--- src/rtl/tetris_input_ctrl_pkg.sv ---
// Shared types for the tetris input controller: engine command encoding,
// button and pending-flag indices, and the issue-priority selector.
package tetris_input_ctrl_pkg;

  typedef enum logic [3:0] {
    NONE       = 4'd0,
    LEFT       = 4'd1,
    RIGHT      = 4'd2,
    DOWN       = 4'd3,
    DROP       = 4'd4,
    HOLD       = 4'd5,
    ROTATE     = 4'd6,
    ROTATE_REV = 4'd7,
    BAR        = 4'd8
  } control_type;

  typedef enum logic [1:0] {RPT_IDLE, RPT_DELAY, RPT_REPEAT} rpt_state_t;

  // Auto-repeat channels are the first NUM_RPT button indices.
  localparam int B_LEFT    = 0;
  localparam int B_RIGHT   = 1;
  localparam int B_DOWN    = 2;
  localparam int B_DROP    = 3;
  localparam int B_ROT     = 4;
  localparam int B_ROT_REV = 5;
  localparam int B_HOLD    = 6;
  localparam int B_START   = 7;
  localparam int NUM_BTN   = 8;
  localparam int NUM_RPT   = 3;

  // Bit position doubles as priority: the highest set bit issues first.
  localparam int P_DOWN    = 0;
  localparam int P_DROP    = 1;
  localparam int P_RIGHT   = 2;
  localparam int P_LEFT    = 3;
  localparam int P_ROT_REV = 4;
  localparam int P_ROT     = 5;
  localparam int P_HOLD    = 6;
  localparam int NUM_PEND  = 7;

  typedef struct packed {
    control_type         cmd;
    logic [NUM_PEND-1:0] clr;
  } issue_t;

  function automatic control_type pend_cmd(input int idx);
    case (idx)
      P_DOWN:    return DOWN;
      P_DROP:    return DROP;
      P_RIGHT:   return RIGHT;
      P_LEFT:    return LEFT;
      P_ROT_REV: return ROTATE_REV;
      P_ROT:     return ROTATE;
      P_HOLD:    return HOLD;
      default:   return NONE;
    endcase
  endfunction

  function automatic issue_t pick_cmd(input logic [NUM_PEND-1:0] p);
    issue_t r;
    r.cmd = NONE;
    r.clr = '0;
    for (int i = 0; i < NUM_PEND; i++) begin
      if (p[i]) begin
        r.cmd    = pend_cmd(i);
        r.clr    = '0;
        r.clr[i] = 1'b1;
      end
    end
    return r;
  endfunction

endpackage

--- src/rtl/tetris_input_ctrl_debounce.sv ---
// One push-button: 2-flop synchroniser, stability-counter debounce and a
// single-cycle press pulse on the rising edge of the debounced level.
module btn_debounce #(
  parameter int DEBOUNCE_CYCLES = 100000
) (
  input  logic clk,
  input  logic reset,
  input  logic raw,
  output logic level,
  output logic press
);
  localparam int CW = (DEBOUNCE_CYCLES > 1) ? $clog2(DEBOUNCE_CYCLES) : 1;

  logic [1:0]    sync;
  logic          level_q;
  logic [CW-1:0] cnt;

  always_ff @(posedge clk) begin
    if (reset) begin
      sync    <= '0;
      level   <= 1'b0;
      level_q <= 1'b0;
      cnt     <= '0;
    end else begin
      sync    <= {sync[0], raw};
      level_q <= level;
      if (sync[1] == level) begin
        cnt <= '0;
      end else if (cnt == CW'(DEBOUNCE_CYCLES - 1)) begin
        level <= sync[1];
        cnt   <= '0;
      end else begin
        cnt <= cnt + 1'b1;
      end
    end
  end

  assign press = level & ~level_q;

endmodule

--- src/rtl/tetris_input_ctrl.sv ---
// Tetris input controller: debounced buttons with auto-repeat and gravity,
// merged into sticky pending flags and issued to the engine one at a time.
module tetris_input_ctrl
  import tetris_input_ctrl_pkg::*;
#(
  parameter int DEBOUNCE_CYCLES = 100000,
  parameter int DAS_CYCLES      = 17000000,
  parameter int ARR_CYCLES      = 5000000,
  parameter int GRAVITY_CYCLES  = 50000000
) (
  input  logic       clk,
  input  logic       reset,
  input  logic       btn_left,
  input  logic       btn_right,
  input  logic       btn_down,
  input  logic       btn_drop,
  input  logic       btn_rot,
  input  logic       btn_rot_rev,
  input  logic       btn_hold,
  input  logic       btn_start,
  input  logic       pause,
  input  logic       ready,
  output logic [3:0] ctrl,
  output logic [6:0] pending
);
  localparam int RPT_MAX = (DAS_CYCLES > ARR_CYCLES) ? DAS_CYCLES : ARR_CYCLES;
  localparam int RCW     = (RPT_MAX > 1) ? $clog2(RPT_MAX) : 1;
  localparam int GCW     = (GRAVITY_CYCLES > 1) ? $clog2(GRAVITY_CYCLES) : 1;

  logic [NUM_BTN-1:0]  raw, lvl, press;
  logic [NUM_RPT-1:0]  rpt_set;
  logic [NUM_PEND-1:0] pend_set;
  logic [GCW-1:0]      gcnt;
  logic                grav_set, issue_en, start_p;
  control_type         ctrl_q;
  issue_t              sel;

  assign raw = {btn_start, btn_hold, btn_rot_rev, btn_rot,
                btn_drop, btn_down, btn_right, btn_left};

  for (genvar g = 0; g < NUM_BTN; g++) begin : g_btn
    btn_debounce #(.DEBOUNCE_CYCLES(DEBOUNCE_CYCLES)) u_db (
      .clk   (clk),
      .reset (reset),
      .raw   (raw[g]),
      .level (lvl[g]),
      .press (press[g])
    );
  end

  for (genvar g = 0; g < NUM_RPT; g++) begin : g_rpt
    rpt_state_t     st, st_n;
    logic [RCW-1:0] cnt, cnt_n;
    logic           set_g;

    always_ff @(posedge clk) begin
      if (reset) begin
        st  <= RPT_IDLE;
        cnt <= '0;
      end else begin
        st  <= st_n;
        cnt <= cnt_n;
      end
    end

    always_comb begin
      st_n  = st;
      cnt_n = cnt;
      set_g = 1'b0;
      case (st)
        RPT_IDLE: if (press[g]) begin
          set_g = 1'b1;
          st_n  = RPT_DELAY;
          cnt_n = '0;
        end
        RPT_DELAY: begin
          if (!lvl[g]) begin
            st_n = RPT_IDLE;
          end else if (cnt == RCW'(DAS_CYCLES - 1)) begin
            set_g = 1'b1;
            st_n  = RPT_REPEAT;
            cnt_n = '0;
          end else begin
            cnt_n = cnt + 1'b1;
          end
        end
        RPT_REPEAT: begin
          if (!lvl[g]) begin
            st_n = RPT_IDLE;
          end else if (cnt == RCW'(ARR_CYCLES - 1)) begin
            set_g = 1'b1;
            cnt_n = '0;
          end else begin
            cnt_n = cnt + 1'b1;
          end
        end
        default: st_n = RPT_IDLE;
      endcase
    end

    assign rpt_set[g] = set_g;
  end

  assign start_p  = press[B_START];
  assign grav_set = !pause && (gcnt == GCW'(GRAVITY_CYCLES - 1));

  assign pend_set[P_HOLD]    = press[B_HOLD];
  assign pend_set[P_ROT]     = press[B_ROT];
  assign pend_set[P_ROT_REV] = press[B_ROT_REV];
  assign pend_set[P_LEFT]    = rpt_set[B_LEFT];
  assign pend_set[P_RIGHT]   = rpt_set[B_RIGHT];
  assign pend_set[P_DROP]    = press[B_DROP];
  assign pend_set[P_DOWN]    = rpt_set[B_DOWN] | grav_set;

  // Requiring ctrl==NONE forces an idle cycle between issued commands.
  assign issue_en = ready && !pause && (ctrl_q == NONE) && (|pending);
  assign sel      = pick_cmd(pending);

  always_ff @(posedge clk) begin
    if (reset) begin
      ctrl_q  <= NONE;
      pending <= '0;
      gcnt    <= '0;
    end else if (start_p) begin
      ctrl_q  <= DOWN;
      pending <= '0;
      gcnt    <= '0;
    end else begin
      ctrl_q  <= issue_en ? sel.cmd : NONE;
      // New sets are OR-ed after the clear so a same-cycle request survives.
      pending <= (pending & ~(issue_en ? sel.clr : '0)) | pend_set;
      if (issue_en && sel.cmd == DOWN)
        gcnt <= '0;
      else if (!pause)
        gcnt <= grav_set ? '0 : gcnt + 1'b1;
    end
  end

  assign ctrl = ctrl_q;

endmodule

--- config.mk ---
export PLATFORM = sky130hd
export DESIGN_NAME = tetris_input_ctrl
export DESIGN_NICKNAME = d
export VERILOG_FILES = /design/src/rtl/tetris_input_ctrl_pkg.sv /design/src/rtl/tetris_input_ctrl_debounce.sv /design/src/rtl/tetris_input_ctrl.sv
export SDC_FILE = /design/constraint.sdc
export NUM_CORES = 1
export LEC_CHECK = 0
export CORE_UTILIZATION = 55
export DETAILED_ROUTE_END_ITERATION = 10
export GPL_TIMING_DRIVEN = 1
export HOLD_SLACK_MARGIN = 0.12
export PLACE_DENSITY = 0.82
export SYNTH_ARGS = -nofsm -noshare
export SYNTH_HDL_FRONTEND = slang
export SYNTH_HIERARCHICAL = 1
export SYNTH_SLANG_ARGS = --single-unit
--- constraint.sdc ---
create_clock -name clk -period 2.6 [get_ports clk]
set_input_delay 0.52 -clock clk [delete_from_list [all_inputs] [get_ports clk]]
set_output_delay 0.52 -clock clk [all_outputs]
set_load 0.05 [all_outputs]
# Yosys cells after proc, flatten, opt, wreduce, memory -nomap -nowiden
# Index checks and enable logic that the tools add are counted.
[word_totals] reg_bits=286 word_cells=229 output_inout_bits=11 inputBits=12
[classes] addsub=12 eq_ne=45 n_bitwise=29 reduce_logical=39 muxes=62
[ops] op="two-way mux 25 bit" n=15
[ops] op="one-hot mux 25 bit (3 select lines)" n=3
[ops] op="adder 17 x 1 -> 17 bit, second input constant" n=8
[ops] op="equality test 17 bit, second input constant" n=8
[ops] op="adder 25 x 1 -> 25 bit, second input constant" n=3
[ops] op="equality test 25 x 23 -> 1 bit, second input constant" n=3
[ops] op="equality test 25 bit, second input constant" n=3
[ops] op="two-way mux 11 bit" n=6
[ops] op="OR reduction 3 bit" n=10
[ops] op="two-way mux 2 bit" n=14
[ops] op="adder 26 x 1 -> 26 bit, second input constant" n=1
[ops] op="equality test 26 bit, second input constant" n=1
[ops] op="two-way mux 26 bit" n=1
[ops] op="inequality test 2 x 1 -> 1 bit, second input constant" n=9
[ops] op="one-hot mux 2 bit (3 select lines)" n=3
[ops] op="NOT 1 bit" n=17
[ops] op="AND reduction 2 bit" n=8
[ops] op="two-way mux 1 bit" n=15
[ops] op="AND reduction 4 bit" n=3
[ops] op="two-way mux 9 bit" n=1
[ops] op="inequality test 3 bit, second input constant" n=3
[ops] op="one-hot mux 1 bit (3 select lines)" n=3
[ops] op="AND reduction 3 bit" n=3
[ops] op="nonzero test 3 bit" n=3
[ops] op="other kinds (17)" n=43

# Depth between registers and ports, before layout
# Gate-level depths: netlist of the first run.
[logic_depth] word_depth=11 depth_mapped=9 ltp_nobuf=8

# Modules after synthesis
# Netlist of the first run, hierarchy kept.
[by_module_without_submodules] mod="btn_debounce" area_each_um2=923.4 seq_area_each_um2=420.4 cells_each=98 instances=8
[by_module_without_submodules] mod="tetris_input_ctrl" area_each_um2=5998.3 seq_area_each_um2=2342.2 cells_each=725 instances=1

# Least setup slack after synthesis of the first run
# Ideal clock, no wire load.
[synth_timing] kind="flip-flop to flip-flop" start="reg g_rpt[1].st[0]" end="reg g_rpt[1].cnt[22]" path_stages_with_launch=9 setup_ns=0.115 arrival_ns=2.128 path_buffers=0 setup_slack_ns=0.357 synth_period_minus_slack_ns=2.243 t_required_ns=2.485 cell_sequence="dfxtp_1 > inv_1 > ha_1 > o21ba_2 > or4_2 > nand4bb_1 > nor3_1 > xnor2_1 > nor2_1"
[synth_between] elab_chain_len=3 elab_cells_between_ends=9 classes_between="eq/ne: 5; mux: 1; reduce/logical: 3"
[synth_lines] item="start, declared" line="tetris_input_ctrl.sv:52" rtl="rpt_state_t st, st_n;"
[synth_lines] item="start signal, assigned" line="tetris_input_ctrl.sv:61" rtl="st <= st_n;"
[synth_lines] item="equality test 2 x 1 -> 1 bit (tied with other cells)" line="tetris_input_ctrl.sv:70" rtl="case (st)"
[synth_lines] item="inequality test 2 x 1 -> 1 bit (no source line) or nonzero test 3 bit (tied branches)"
[synth_lines] item="AND reduction 4 bit (no source line)"
[synth_lines] item="end signal, assigned" line="tetris_input_ctrl.sv:62" rtl="cnt <= cnt_n;"
[synth_lines] item="end, declared" line="tetris_input_ctrl.sv:53" rtl="logic [RCW-1:0] cnt, cnt_n;"
# Parallel ways exist; a longest one is shown, timed or not.
# A chain may end at the register's enable or synchronous reset.

# Worst setup path after layout of the first run
[layout_timing] start="reg pending[6]" end="out pending[6]"
[layout_rtl] item="start, declared" line="tetris_input_ctrl.sv:24" rtl="output logic [6:0] pending"
[layout_rtl] item="start signal, assigned" line="tetris_input_ctrl.sv:131" rtl="pending <= (pending & ~(issue_en ? sel.clr : '0)) | pend_set;"
# No word-level cell between the ends.

==> results by group, run 1 <==
Timing
  – Worst-Margin Slew: 0.585 ns
  – Final setup vio count: 0
  – Final worst-path cycle share: 95.3%
  – Final hold slack: 0.432 ns
  – Pins Over Slew Limit: 0
  – Clock skew: 0.0101 ns
  – Min cycle time layout: 2.48 ns
  – Relative slew slack: 60.5%
  – Final Hold Viols: 0
  – RSZ-0062 raised after global routing: no
  – Max frequency: 404 MHz

Setup path
  – CP max FO: 8
  – Kind of end point of the critical path: primary output
  – Largest incremental delay on the critical path: 0.89 ns
  – Crit path max-delay family: buffers and inverters
  – Required time of the critical path: 2.08 ns
  – Crit-path cells: clkdlybuf4s50_1
  – Reg2Reg Depth: 7
  – CP Class: register to primary output
  – Buf/Inv on CP: 1
  – Crit. path cell count: 1
  – Worst setup SP type: register
  – Worst path arrival time: 1.96 ns
  – CP max-delay cell: clkdlybuf4s50_1

Synthesis
  – Post-Syn Area: 0.0134 mm2
  – Synth area leader: dfxtp_1
  – Register area share after synthesis: 42.6%
  – Synth warnings: 6
  – Ranking of synthesized cells by area: dfxtp_1, xor2_1, nor2_1
  – Post-synth ARST share: 0%
  – Average cell area after synthesis: 8.87 um2
  – Mapped Cells: 1509
  – Dominant synthesized flop cell: dfxtp_1
  – Yosys cell types: 75
  – Most numerous cell in the Yosys netlist: dfxtp_1
  – List of most frequent post-synthesis cells: dfxtp_1, nor2_1, xor2_1
  – Synth top area share: 42.6%
  – Synthesized net count: 1545
  – #FFs+latches synth: 285
  – EDFF count, synth: 0

Global route
  – GRT Overall Usage: 21.5%
  – Pin count of the biggest net entering global routing: 66
  – Total gr overflow: 0
  – First-pass GRT wire length: 45.1 mm
  – Vias in the first global route: 10100
  – Initial antenna violation count: 0

CTS
  – Max Root-Sink Buffers: 3
  – Clock sinks: 285
  – Clock Pin Slew Worst Setup and Hold Paths: 0.06 ns
  – Gates resized, CTS repair: 0
  – Hold_buf cts: 0
  – Post-CTS setup buffer count: 0
  – Clk Latency, worst-skew pair: 0.54 ns
  – H-tree depth: 1
  – CTS tree: done
  – CTS Buf Count: 30
  – Clock tree root driver cell: clkbuf_16

Detailed routing
  – ANT nets after route: 0
  – Drt total wl: 26.4 mm
  – First DRT Iteration DRCs: 715
  – Initial DRT Pass Iterations: 5
  – Vias per cell: 5.66
  – Average wire per cell in the routed design: 14.1 um
  – Detailed-route DRC error count: 0
  – DR vias: 10600

Floorplanning
  – Die Y: 158 um
  – CORE AREA: 0.0237 mm2
  – I/O pins: 23
  – Initial Util: 56.5%
  – Die area: 0.0250 mm2
  – Chip Width: 158 um
  – Cell Rows: 56

Power
  – Total power: 9.15 mW
  – Net switching power: 2.02 mW
  – Pint: 7.13 mW
  – Static Leakage: 4.98 nW
  – Combinational power share: 4.5%
  – Switching Fraction: 22.1%
  – Sequential share of power: 48.3%
  – Max VDD drop: 0.000556 V
  – Clock share of power: 47.2%
  – Cell area power density: 618 mW/mm2

Worst hold path
  – WHS Path Cells: 1
  – Worst min-delay path class: register to register

Outcome
  – Status: finished clean

Finish
  – Fillcell total: 1946
  – N_diodes: 0
  – P&R area growth vs syn: 10.7%
  – Fraction of layout cells with a size suffix above 1: 7.33%
  – NumNets Final: 1568
  – Final Non-Filler Cells: 1874

Place
  – Dpl cells: 1819
  – Final Wtd Congestion: 0.841
  – DP Wirelength: 17.6 mm
  – Port buffer count: 21

Flow run
  – Max Cap Viol: 0
[placed cells by master (no fill, tap or decap), types with 4 or more instances in the layout]
| master | netlist | layout |
|---|---|---|
| clkinv_2 | 0 | 10 |
| o22ai_1 | 6 | 6 |
| a31o_2 | 4 | 4 |
| nor2_1 | 252 | 252 |
| nand4_1 | 91 | 91 |
| and2_1 | 11 | 11 |
| or4b_1 | 12 | 12 |
| dfxtp_1 | 285 | 285 |
| clkdlybuf4s50_1 | 0 | 20 |
| o21ai_0 | 11 | 11 |
| clkbuf_16 | 0 | 31 |
| clkbuf_8 | 0 | 4 |
| a31oi_1 | 6 | 6 |
| and3_1 | 11 | 11 |
| mux2_2 | 9 | 9 |
| or2_1 | 8 | 8 |
| xnor2_1 | 53 | 53 |
| ha_1 | 24 | 24 |
| inv_1 | 30 | 30 |
| a21oi_1 | 39 | 39 |
| a22o_1 | 5 | 5 |
| nand2_1 | 96 | 96 |
| a211oi_1 | 4 | 4 |
| and4_1 | 45 | 45 |
| o31ai_1 | 9 | 9 |
| nand2b_1 | 12 | 12 |
| nand3_1 | 100 | 100 |
| nor4_1 | 24 | 24 |
| nor2b_1 | 48 | 48 |
| nor3_1 | 30 | 30 |
| buf_4 | 3 | 19 |
| nor4_2 | 9 | 9 |
| or3_1 | 5 | 5 |
| or4_1 | 18 | 18 |
| xor2_1 | 143 | 143 |
[cell type report]
class                           count  area [um2]  share of cell area (%)
Sequential cell                   285        5710                    38.5
Clock buffer                       37         838                    5.66
Clock inverter                     18         181                    1.22
Timing Repair Buffer               43         408                    2.75
Multi-Input combinational cell   1141        7170                    48.4
Inverter                           31         116                   0.785
Tap cell                          319         399                    2.69
[layer usage]
| metal | global-route usage (%) | share of wire (%) | vias to the layer above |
|---|---|---|---|
| met5 | 0 | 0 | - |
| met2 | 38.0 | 48 | 225 |
| li1 | - | - | 5353 |
| met1 | 26.9 | 46 | 4970 |
| met3 | 3.09 | 4.0 | 52 |
| met4 | 6.96 | 2.3 | 0 |
[power groups by stage]
stage | sequential, mW | combinational (mW) | clock (mW)
5_1_grt | 4.42 | 0.462 | 4.61
6_report | 4.42 | 0.413 | 4.32
2_1_floorplan | 4.51 | 0.304 | 0
3_3_place_gp | 4.51 | 0.396 | 0
4_1_cts | 4.42 | 0.412 | 4.41
3_5_place_dp | 4.51 | 0.404 | 0
[stage by stage]
stage / worst slack, ns / util [%] / cell area, um2 / TNS, ns
floorplan: 0.357 / - / 13400 / 0
global placement: -0.129 / 58.3 / 13800 / -0.293
detailed placement: -0.162 / 58.3 / 13800 / -0.900
CTS: 0.129 / 62.6 / 14800 / 0
global route: 0.0655 / 62.6 / 14800 / 0
finish: 0.123 / 62.6 / 14800 / 0
[logic make-up after synthesis]
family / count (synthesis) / synth area share, %
compound gates: 110 / 5.51
xor+xnor: 196 / 12.8
fa+ha+maj: 24 / 2.24
buf+inv: 83 / 3.81
flops: 285 / 42.6
mux: 11 / 0.907
other cells: 1 / 0.0280
simple gates: 799 / 32.1
[flip-flops by register name (all words and copies together) (netlist names)]
| name | flops |
|---|---|
| gcnt | 26 |
| g_rpt.st | 6 |
| g_btn.u_db/cnt | 136 |
| ctrl | 3 |
| g_rpt.cnt | 75 |
| g_btn.u_db/level_q | 8 |
| g_btn.u_db/level | 8 |
| pending | 7 |
| g_btn.u_db/sync | 16 |
[path summary, 6_finish.rpt]
| path | slack, ns | startpoint | endpoint |
|---|---|---|---|
| setup / recovery | 0.12 | pending[6] | pending[6] |
| hold / removal | 0.43 | g_btn[6].u_db/sync[0] | g_btn[6].u_db/sync[1] |
| setup reg to reg | 0.14 | g_rpt[1].cnt[11] | g_rpt[1].cnt[2] |
| hold reg to reg | 0.43 | g_btn[6].u_db/sync[0] | g_btn[6].u_db/sync[1] |
Note: power is estimated with default switching activity, not from simulation.
==> inputs of run 2 (changes only) <==
--- a/config.mk
+++ b/config.mk
@@ -7,6 +7,7 @@
 export LEC_CHECK = 0
 export CORE_UTILIZATION = 55
 export DETAILED_ROUTE_END_ITERATION = 10
+export GPL_ROUTABILITY_DRIVEN = 0
 export GPL_TIMING_DRIVEN = 1
 export HOLD_SLACK_MARGIN = 0.12
 export PLACE_DENSITY = 0.82
==> results of run 2 <==
Final layout, timing and power as in run 1 (identical DEF).
==> inputs of run 3 (changes only) <==
--- a/config.mk
+++ b/config.mk
@@ -5,6 +5,8 @@
 export SDC_FILE = /design/constraint.sdc
 export NUM_CORES = 1
 export LEC_CHECK = 0
+export ABC_CLOCK_PERIOD_IN_PS = 2600
+export CORE_MARGIN = 1
 export CORE_UTILIZATION = 55
 export DETAILED_ROUTE_END_ITERATION = 10
 export GPL_ROUTABILITY_DRIVEN = 0
@@ -13,5 +15,4 @@
 export PLACE_DENSITY = 0.82
 export SYNTH_ARGS = -nofsm -noshare
 export SYNTH_HDL_FRONTEND = slang
-export SYNTH_HIERARCHICAL = 1
 export SYNTH_SLANG_ARGS = --single-unit
==> run 3 against run 2 <==
Compared with the run above:
- synthesized cell count increased by 3.4%
- non-clock buffer count up 15
- routed wire length increased by 0.36%
- worst setup slack worse by 0.0089 ns
- final cell count up 3.5%
- final area rose by 1.6%
- utilization rose by 0.98 points
- maximum frequency fell by 0.36%
- total power is 6.1% lower
- critical path depth unchanged
- global-route usage is essentially flat
- via count up 2.5%
- largest power group unchanged
==> results by group, run 3 <==
Detailed routing
  – Initial DRT Pass Iterations: 5 (unchanged)
  – ANT nets after route: 0 (unchanged)
  – Average wire per cell in the routed design: 13.6 um (was 14.1 um)
  – First DRT Iteration DRCs: 812 (was 715)
  – Drt total wl: 26.5 mm (was 26.4 mm)
  – DR vias: 10900 (was 10600)
  – Vias per cell: 5.60 (was 5.66)
  – Detailed-route DRC error count: 0 (unchanged)

Place
  – DP Area: 0.0141 mm2 (was 0.0138 mm2)
  – Pre-CTS WS: -0.108 ns (was -0.162 ns)
  – Port buffer count: 21 (unchanged)
  – DP Wirelength: 18.2 mm (was 17.6 mm)
  – Dpl cells: 1889 (was 1819)

Timing
  – Final worst slack: 0.114 ns (was 0.123 ns)
  – Relative slew slack: 41.7% (was 60.5%)
  – Max frequency: 402 MHz (was 404 MHz)
  – Final hold slack: 0.395 ns (was 0.432 ns)
  – Setup total negative slack: 0 ns (unchanged)
  – Worst-Margin Slew: 0.872 ns (was 0.585 ns)
  – Pins Over Slew Limit: 0 (unchanged)
  – Final setup vio count: 0 (unchanged)
  – Min cycle time layout: 2.49 ns (was 2.48 ns)
  – Final Hold Viols: 0 (unchanged)
  – Final worst-path cycle share: 95.6% (was 95.3%)
  – Clock skew: 0.0115 ns (was 0.0101 ns)

CTS
  – H-tree depth: 1 (unchanged)
  – Clock Pin Slew Worst Setup and Hold Paths: 0.06 ns (about the same)
  – Max Root-Sink Buffers: 3 (unchanged)
  – Clock tree root driver cell: clkbuf_16 (unchanged)
  – CTS tree: done (unchanged)
  – Clk Latency, worst-skew pair: 0.54 ns (about the same)
  – CTS Buf Count: 29 (was 30)
  – Clock sinks: 285 (unchanged)

Synthesis
  – Mapped Cells: 1560 (was 1509)
  – List of most frequent post-synthesis cells: dfxtp_1, nor2_1, nand2_1 (was dfxtp_1, nor2_1, xor2_1)
  – Post-Syn Area: 0.0134 mm2 (about the same)
  – EDFF count, synth: 0 (unchanged)
  – Synth area leader: dfxtp_1 (unchanged)
  – Average cell area after synthesis: 8.60 um2 (was 8.87 um2)
  – Synth warnings: 0 (was 6)
  – Synth top area share: 42.5% (was 42.6%)
  – Post-synth ARST share: 0% (unchanged)
  – Ranking of synthesized cells by area: dfxtp_1, nor2_1, xnor2_1 (was dfxtp_1, xor2_1, nor2_1)
  – Synthesized net count: 1596 (was 1545)
  – Most numerous cell in the Yosys netlist: dfxtp_1 (unchanged)
  – Dominant synthesized flop cell: dfxtp_1 (unchanged)
  – #FFs+latches synth: 285 (unchanged)
  – Register area share after synthesis: 42.5% (was 42.6%)
  – Yosys cell types: 70 (was 75)

Outcome
  – Status: finished clean (unchanged)

Finish
  – Largest register FFs: 136 (unchanged)
  – Multi-input gate area: 0.00734 mm2 (was 0.00717 mm2)
  – Fraction of layout cells with a size suffix above 1: 7.40% (was 7.33%)
  – Final Non-Filler Cells: 1940 (was 1874)
  – Largest Register: g_btn.u_db.cnt (was g_btn.u_db/cnt)
  – Final core occ: 63.6% (was 62.6%)
  – Fillcell total: 1954 (was 1946)
  – P&R area growth vs syn: 12.2% (was 10.7%)
  – Most frequent cells in the layout: dfxtp_1, nor2_1, nand2_1 (was dfxtp_1, nor2_1, xor2_1)
  – Sequential cell area: 0.00571 mm2 (unchanged)
  – Design Area, Final: 0.0151 mm2 (was 0.0148 mm2)
  – Biggest regs: g_btn.u_db.cnt (136), g_rpt.cnt (75), gcnt (26) (was g_btn.u_db/cnt (136), g_rpt.cnt (75), gcnt (26))
  – N_diodes: 0 (unchanged)
  – NumNets Final: 1639 (was 1568)
  – Most common cell after layout, fill and taps aside: dfxtp_1 (unchanged)

Floorplanning
  – Die Y: 158 um (about the same)
  – Cell Rows: 56 (unchanged)
  – Initial Util: 56.7% (was 56.5%)
  – Die area: 0.0250 mm2 (about the same)
  – I/O pins: 23 (unchanged)
  – CORE AREA: 0.0237 mm2 (unchanged)
  – Chip Width: 158 um (about the same)

Power
  – Static Leakage: 4.84 nW (was 4.98 nW)
  – Cell area power density: 571 mW/mm2 (was 618 mW/mm2)
  – Total power: 8.60 mW (was 9.15 mW)
  – Max VDD drop: 0.000506 V (was 0.000556 V)

Setup path
  – CP max FO: 9 (was 8)
  – Buf/Inv on CP: 1 (unchanged)
  – Worst setup SP type: register (unchanged)
  – Required time of the critical path: 2.08 ns (about the same)
  – Crit-path cells: clkdlybuf4s50_1 (unchanged)
  – CP max-delay cell: clkdlybuf4s50_1 (unchanged)
  – CP Class: register to primary output (unchanged)
  – Crit path max-delay family: buffers and inverters (unchanged)
  – Largest incremental delay on the critical path: 0.88 ns (was 0.89 ns)
  – Kind of end point of the critical path: primary output (unchanged)
  – Worst path arrival time: 1.97 ns (was 1.96 ns)

Global route
  – Pin count of the biggest net entering global routing: 24 (was 66)
  – Total gr overflow: 0 (unchanged)
  – Initial antenna violation count: 0 (unchanged)
  – GRT Overall Usage: 21.5% (about the same)
  – Vias in the first global route: 10100 (about the same)
  – First-pass GRT wire length: 45.3 mm (was 45.1 mm)

Worst hold path
  – Worst min-delay path class: primary input to register (was register to register)

Flow run
  – Max Cap Viol: 0 (unchanged)
==> run 3: cell count changes after synthesis, sizes merged, moves of 22 or more <==
cell,before,now
and3,11,34
nand3,100,76
nand4,91,60
o211ai,0,26
or3,6,30
xnor2,53,98
and4,47,25
nand2,96,126
xor2,143,87
==> run 3: path summary, 6_finish.rpt <==
check | startpoint | endpoint | slack, ns | depth (start not counted)
setup / recovery | pending[3] | pending[3] | 0.11 | 1
hold / removal | reset | g_rpt[2].cnt[1] | 0.40 | 2
setup reg to reg | g_rpt[1].st[0] | g_rpt[1].cnt[22] | 0.14 | 7
hold reg to reg | g_btn[1].u_db.cnt[0] | g_btn[1].u_db.cnt[0] | 0.44 | 1
==> run 3: per-layer routing <==
layer  track usage (%)  up-vias  wire (um)
met2              36.4      166      12100
met5                 0        -          0
met4              7.46        0        741
met1              27.8     5108      12600
li1                  -     5537          -
met3              3.12       51        941
==> run 3: area by class of cell <==
| class | instances | share of cell area [%] |
|---|---|---|
| clock inverters | 5 | 0.499 |
| inverters | 45 | 1.12 |
| multi-input cells | 1184 | 48.8 |
| clock buffers | 44 | 5.73 |
| well taps | 319 | 2.65 |
| repair buffers | 58 | 3.29 |
| flip-flops and latches | 285 | 37.9 |
==> run 3: power breakdown <==
part	internal [mW]	leakage (nW)	switching [mW]
sequential	4.38	2.30	0.0105
clock	2.45	0.463	1.61
combinational	0.0501	2.08	0.0854
==> run 3: what timing repair did <==
item | CTS | global route
setup buffers | 0 | 2
hold buffers | 0 | 0
hold endpoints to repair | 0 | 0
gates resized for setup | 0 | 4
setup endpoints to repair | 0 | 8
==> run 3: cells by family after synthesis <==
group                    count (synthesis)  synth area share (%)
other                                    1                0.0279
AO/OA/AOI/OAI                          151                  7.83
AND/OR/NAND/NOR                        813                  31.6
multiplexers                            10                 0.765
adder cells (fa/ha/maj)                 24                  2.24
flip-flops                             285                  42.5
XOR/XNOR                               185                  12.1
buffers and inverters                   91                  2.91
